**src/rtl/periph_port_arbiter.sv**
```systemverilog
// Round-robin arbiter sharing one peripheral slave port among NB_CORES cores.
// Responses return in order through an ID FIFO; a watchdog forces an error reply on a stalled slave.
module periph_port_arbiter #(
    parameter int NB_CORES        = 4,
    parameter int ADDR_WIDTH      = 32,
    parameter int DATA_WIDTH      = 32,
    parameter int BE_WIDTH        = DATA_WIDTH / 8,
    parameter int MAX_OUTSTANDING = 2,
    parameter int TIMEOUT         = 255
) (
    input  logic                                 clk,
    input  logic                                 rst_i,
    input  logic [NB_CORES-1:0]                  data_req_i,
    input  logic [NB_CORES-1:0][ADDR_WIDTH-1:0]  data_add_i,
    input  logic [NB_CORES-1:0]                  data_wen_i,
    input  logic [NB_CORES-1:0][DATA_WIDTH-1:0]  data_wdata_i,
    input  logic [NB_CORES-1:0][BE_WIDTH-1:0]    data_be_i,
    output logic [NB_CORES-1:0]                  data_gnt_o,
    output logic [NB_CORES-1:0]                  data_r_valid_o,
    output logic [DATA_WIDTH-1:0]                data_r_rdata_o,
    output logic                                 data_r_opc_o,
    output logic                                 per_req_o,
    output logic [ADDR_WIDTH-1:0]                per_add_o,
    output logic                                 per_wen_o,
    output logic [DATA_WIDTH-1:0]                per_wdata_o,
    output logic [BE_WIDTH-1:0]                  per_be_o,
    input  logic                                 per_gnt_i,
    input  logic                                 per_r_valid_i,
    input  logic [DATA_WIDTH-1:0]                per_r_rdata_i,
    input  logic                                 per_r_opc_i,
    output logic                                 spurious_rsp_o
);

    localparam int IDW = (NB_CORES > 1) ? $clog2(NB_CORES) : 1;
    localparam int PW  = (MAX_OUTSTANDING > 1) ? $clog2(MAX_OUTSTANDING) : 1;
    localparam int CW  = $clog2(MAX_OUTSTANDING + 1);
    localparam int TW  = $clog2(TIMEOUT + 1);

    logic [IDW-1:0] r_rr_ptr;
    logic           r_lock;
    logic [IDW-1:0] r_lock_id;
    logic [IDW-1:0] r_fifo_mem [MAX_OUTSTANDING];
    logic [PW-1:0]  r_wr_ptr;
    logic [PW-1:0]  r_rd_ptr;
    logic [CW-1:0]  r_count;
    logic [TW-1:0]  r_wdog;
    logic           r_spurious;

    logic [IDW-1:0] w_sel;
    logic           w_found;
    int             w_scan;
    logic [IDW-1:0] w_scan_idx;
    logic [IDW-1:0] w_head;
    logic [IDW-1:0] w_rr_next;
    logic           w_fifo_empty;
    logic           w_fifo_full;
    logic           w_fifo_block;
    logic           w_timeout;
    logic           w_pop;
    logic           w_handshake;

    function automatic logic [PW-1:0] ptr_inc(input logic [PW-1:0] p);
        return (p == PW'(MAX_OUTSTANDING - 1)) ? '0 : p + PW'(1);
    endfunction

    // A locked request keeps the slave port until it is granted, regardless of new requesters.
    always_comb begin
        w_sel      = r_rr_ptr;
        w_found    = 1'b0;
        w_scan     = 0;
        w_scan_idx = '0;
        if (r_lock) begin
            w_sel = r_lock_id;
        end else begin
            for (int k = 0; k < NB_CORES; k++) begin
                w_scan = int'(r_rr_ptr) + k;
                if (w_scan >= NB_CORES) w_scan = w_scan - NB_CORES;
                w_scan_idx = w_scan[IDW-1:0];
                if (!w_found && data_req_i[w_scan_idx]) begin
                    w_found = 1'b1;
                    w_sel   = w_scan_idx;
                end
            end
        end
    end

    assign w_fifo_empty = (r_count == '0);
    assign w_fifo_full  = (r_count == CW'(MAX_OUTSTANDING));
    assign w_head       = r_fifo_mem[r_rd_ptr];
    assign w_timeout    = ~w_fifo_empty & ~per_r_valid_i & (r_wdog == TW'(TIMEOUT - 1));
    assign w_pop        = ~w_fifo_empty & (per_r_valid_i | w_timeout);
    assign w_fifo_block = w_fifo_full & ~w_pop;
    assign w_rr_next    = (w_sel == IDW'(NB_CORES - 1)) ? '0 : w_sel + IDW'(1);

    assign per_req_o    = data_req_i[w_sel] & ~w_fifo_block;
    assign per_add_o    = data_add_i[w_sel];
    assign per_wen_o    = data_wen_i[w_sel];
    assign per_wdata_o  = data_wdata_i[w_sel];
    assign per_be_o     = data_be_i[w_sel];
    assign w_handshake  = per_req_o & per_gnt_i;

    // A forced timeout reply carries zero data and an error flag.
    assign data_r_rdata_o = (per_r_valid_i & ~w_fifo_empty) ? per_r_rdata_i : '0;
    assign data_r_opc_o   = w_pop & (per_r_valid_i ? per_r_opc_i : 1'b1);
    assign spurious_rsp_o = r_spurious;

    generate
        for (genvar gi = 0; gi < NB_CORES; gi++) begin : g_port
            assign data_gnt_o[gi]     = w_handshake & (w_sel == IDW'(gi));
            assign data_r_valid_o[gi] = w_pop & (w_head == IDW'(gi));
        end
    endgenerate

    always_ff @(posedge clk) begin
        if (w_handshake) r_fifo_mem[r_wr_ptr] <= w_sel;
    end

    always_ff @(posedge clk) begin
        if (rst_i) begin
            r_rr_ptr   <= '0;
            r_lock     <= 1'b0;
            r_lock_id  <= '0;
            r_wr_ptr   <= '0;
            r_rd_ptr   <= '0;
            r_count    <= '0;
            r_wdog     <= '0;
            r_spurious <= 1'b0;
        end else begin
            if (w_handshake) begin
                r_rr_ptr <= w_rr_next;
                r_lock   <= 1'b0;
                r_wr_ptr <= ptr_inc(r_wr_ptr);
            end else if (per_req_o) begin
                r_lock    <= 1'b1;
                r_lock_id <= w_sel;
            end
            if (w_pop) r_rd_ptr <= ptr_inc(r_rd_ptr);
            r_count <= r_count + CW'(w_handshake) - CW'(w_pop);
            // Each new FIFO head starts its wait from zero.
            if (w_fifo_empty || w_pop) r_wdog <= '0;
            else                       r_wdog <= r_wdog + TW'(1);
            if (per_r_valid_i && w_fifo_empty) r_spurious <= 1'b1;
        end
    end

endmodule

```
**config.mk**
```make
export PLATFORM = sky130hd
export DESIGN_NAME = periph_port_arbiter
export DESIGN_NICKNAME = d
export VERILOG_FILES = /design/src/rtl/periph_port_arbiter.sv
export SDC_FILE = /design/constraint.sdc
export NUM_CORES = 1
export LEC_CHECK = 0
export ABC_AREA = 0
export CAP_MARGIN = 5
export CORE_AREA = 8 8 159 161
export CTS_CLUSTER_DIAMETER = 80
export DETAILED_ROUTE_END_ITERATION = 12
export DIE_AREA = 0 0 167 169
export PLACE_DENSITY = 0.54
export REMOVE_ABC_BUFFERS = 1
export SLEW_MARGIN = 10
export SYNTH_ARGS = -nofsm -noshare
export SYNTH_HDL_FRONTEND = slang
export SYNTH_SLANG_ARGS = --single-unit
```
**constraint.sdc**
```tcl
create_clock -name clk -period 2.55 [get_ports clk]
set_input_delay 0.51 -clock clk [delete_from_list [all_inputs] [get_ports clk]]
set_output_delay 0.51 -clock clk [all_outputs]
set_load 0.05 [all_outputs]
```
==> results.txt <==
total number of H-tree levels - 1
post-synth top area share - 54.57%
final hold slack - 0.4750 ns
Setup crit start kind - primary input
max_cap viols - 0
Cell variety after synth - 46
ys async rst share - 0%
Critical Path End Type - primary output
outcome - finished, violations left
die area - 28220 sq um
num rows - 56
initial antenna violation count - 6
Syn Area/Cell - 8.916 sq um
Final Max Slew Viols - 0
Placeable Area - 22910 sq um
synth-to-layout area growth - 185.0%
Design Power - 11.99 mW
Place WS - -0.8547 ns
synth warn - 0
Clk Latency, worst-skew pair - 0.26 ns
failing checks - negative setup slack
R2R cell count - 15
wire per inst - 19.77 microns
CTS tree - yes
Clock Tree Buf Depth - 2
Min-Delay Path Class - flop to flop
number of global-route vias before repair - 5528
Tmin final - 3.060 ns
largest net degree at the start of global routing - 33
# diodes - 0
final setup vio count - 76
detailed-router iteration count before antenna repair - 4
#FFs+latches synth - 23
area of the mapped netlist - 3834 sq um
R2R Path End - r_count[1]$_SDFF_PP0_
Least-Margin Pin Slew - 0.5054 ns
CP Launch Point - data_req_i[2]
fraction of layout cells with a size suffix above 1 - 27.91%
Fin. Hold Viols - 0
Final Wtd Congestion - 0.8373
Worst EP arrival - 2.55 ns
count leader, synth - mux2i_1
pwr/cell area - 1098 nW/um^2
Die Width - 167 microns
Reg clk slew, reported paths - 0.06 ns
Highest Clock Rate - 0.3269 GHz
Tcrit/Tclk final - 120.0%
Initial Util - 16.73%
Vias/cell - 4.209
nets@finish - 1261
sequential area share after synthesis - 13.05%
Root Driver - clkbuf_16
CTS buffer count - 3
TNS Setup - -31.18 ns
Worst Path Max Fanout - 7
Post-synth top cells - 209 x mux2i_1, 41 x and2_1, 25 x nor2_1, 19 x dfxtp_1
Total Routing Usage GR - 16.06%
Post-synth EDFFs - 4
CP peak stage delay - 0.55 ns
final worst slack - -0.5095 ns
top post-synthesis cells by area - mux2i_1 55%, dfxtp_1 9.9%, and2_1 6.7%
crit path cell chain - buf_6 > nor2b_4 > or4_4 > a21boi_4 > nor2_4 > buf_12 > buf_12 > buf_8 > mux2i_1 > mux2i_1 > buf_4 > buf_12
via count - 5156
clock sink total - 23
Lkg Pwr - 5.096 nW
slowest stage cell, crit path - or4_4
first-pass GRT wire length - 34800 microns
largest vdd supply drop - 0.5932 mV
reg-to-reg critical path startpoint - r_rr_ptr[0]$_SDFFE_PP0P_
port bufs - 428
# DRC - 0
hpwl dp - 21010 microns
Mapped Cells - 430
critical path type - primary input to primary output
antenna viol nets, final - 0
r2r setup slk - -0.21 ns
cell mode on critical path - buf_12
Post-synth top flop - dfxtp_1
cts hold-fix bufs - 0
Iteration-0 DRC Markers - 87
critical path capture point - per_add_o[13]
WL final - 24220 microns
Layout Utilization - 47.69%
Vert. Die Dim - 169 microns
Layout Skew - 0.002332 ns
cell taking the most area after synthesis - mux2i_1
RSZ-0062 raised after global routing - yes
Rel. slew slack - 66.20%
total gr overflow - 0
I/O pins - 429
WP data required - 2.04 ns
## cell usage in the layout, fill, tap and decap left out, types with 4 or more instances in the layout
master and count:
bufbuf_16 10, buf_12 113, o21ai_0 5, mux2i_1 196
dfxtp_1 18, and2_1 37, nor2_1 25, xor2_1 7
buf_6 13, nand2_1 11, buf_8 5, mux2i_2 11
and2_4 4, clkbuf_16 4, nand2b_4 4, edfxtp_1 4
ha_1 6, nand3_1 5, buf_16 5, inv_1 6
buf_4 68, a21oi_1 5, clkdlybuf4s50_1 313
## registers in the layout, indices dropped and copies added, names as in the netlist, named ones only
name,flops
r_wdog,8
r_fifo_mem,4
r_count,2
r_lock_id,2
r_rr_ptr,2
r_lock,1
r_rd_ptr,1
r_wr_ptr,1
spurious_rsp_o,1
## layout make-up
| cell class | instances | area [sq um] |
|---|---|---|
| flip-flops and latches | 23 | 501.7 |
| fillers | 2099 | 11990 |
| clock buffers | 3 | 75.07 |
| inverters | 10 | 42.54 |
| well taps | 290 | 362.8 |
| clock inverters | 1 | 5.005 |
| multi-input cells | 368 | 3314 |
| repair buffers | 530 | 6625 |
## worst min-delay path by stage
stage	start	end	slack (ns)	depth (start not counted)
3_5_place_dp	spurious_rsp_o$_SDFFE_PP0P_	spurious_rsp_o$_SDFFE_PP0P_	0.46	2
4_1_cts	spurious_rsp_o$_SDFFE_PP0P_	spurious_rsp_o$_SDFFE_PP0P_	0.48	2
2_1_floorplan	r_lock_id[1]$_SDFFE_PP0P_	r_lock_id[1]$_SDFFE_PP0P_	0.44	2
5_1_grt	spurious_rsp_o$_SDFFE_PP0P_	spurious_rsp_o$_SDFFE_PP0P_	0.52	2
3_3_place_gp	spurious_rsp_o$_SDFFE_PP0P_	spurious_rsp_o$_SDFFE_PP0P_	0.45	2
6_report	spurious_rsp_o$_SDFFE_PP0P_	spurious_rsp_o$_SDFFE_PP0P_	0.48	2
## stage by stage
step | std cells | area (sq um)
floorplan | 401 | 3670
global placement | 1190 | 10080
detailed placement | 1190 | 10080
CTS | 1217 | 10740
global route | 1225 | 10930
finish | 1225 | 10930
## where the power goes
part | leakage [nW] | internal [mW] | total, mW | switching (mW)
Sequential | 0.193 | 0.458 | 0.528 | 0.0697
Clock | 0.0409 | 0.211 | 0.337 | 0.126
Combinational | 4.86 | 5.82 | 11.1 | 5.31
## worst max-delay path: cells and delay by family
kind,cells,cell delay (ns)
buffers and inverters,6,0.80
and+or+nand+nor,3,0.75
muxes,2,0.31
AOI/OAI and AO/OA,1,0.18
## timing repair
| action | 4_1_cts | 5_1_grt |
|---|---|---|
| buffers inserted | 17 | 8 |
| gates cloned | 6 | 0 |
| endpoints found under the setup margin | 82 | 76 |
| resized for setup | 68 | 29 |
| pin swaps | 13 | 8 |
## cell families (layout without fill, tap and decap cells)
group           after synthesis  in the layout  share of synthesized area [%]
simple gates                111            111                          16.12
compound gates               30             30                          6.038
fa+ha+maj                     8              8                          2.611
buf+inv                      39            544                          5.254
xor+xnor                      9              9                          2.056
flops                        23             23                          13.05
mux                         210            210                          54.86
## per-layer routing
layer	GRT usage [%]	vias to the layer above	part of all wire (%)
li1	-	2576	-
met2	30.26	231	53
met5	0	-	0.31
met1	17.09	2309	37
met3	5.823	28	8.4
met4	2.585	12	1.3
Power figures use the tool's default switching activity.
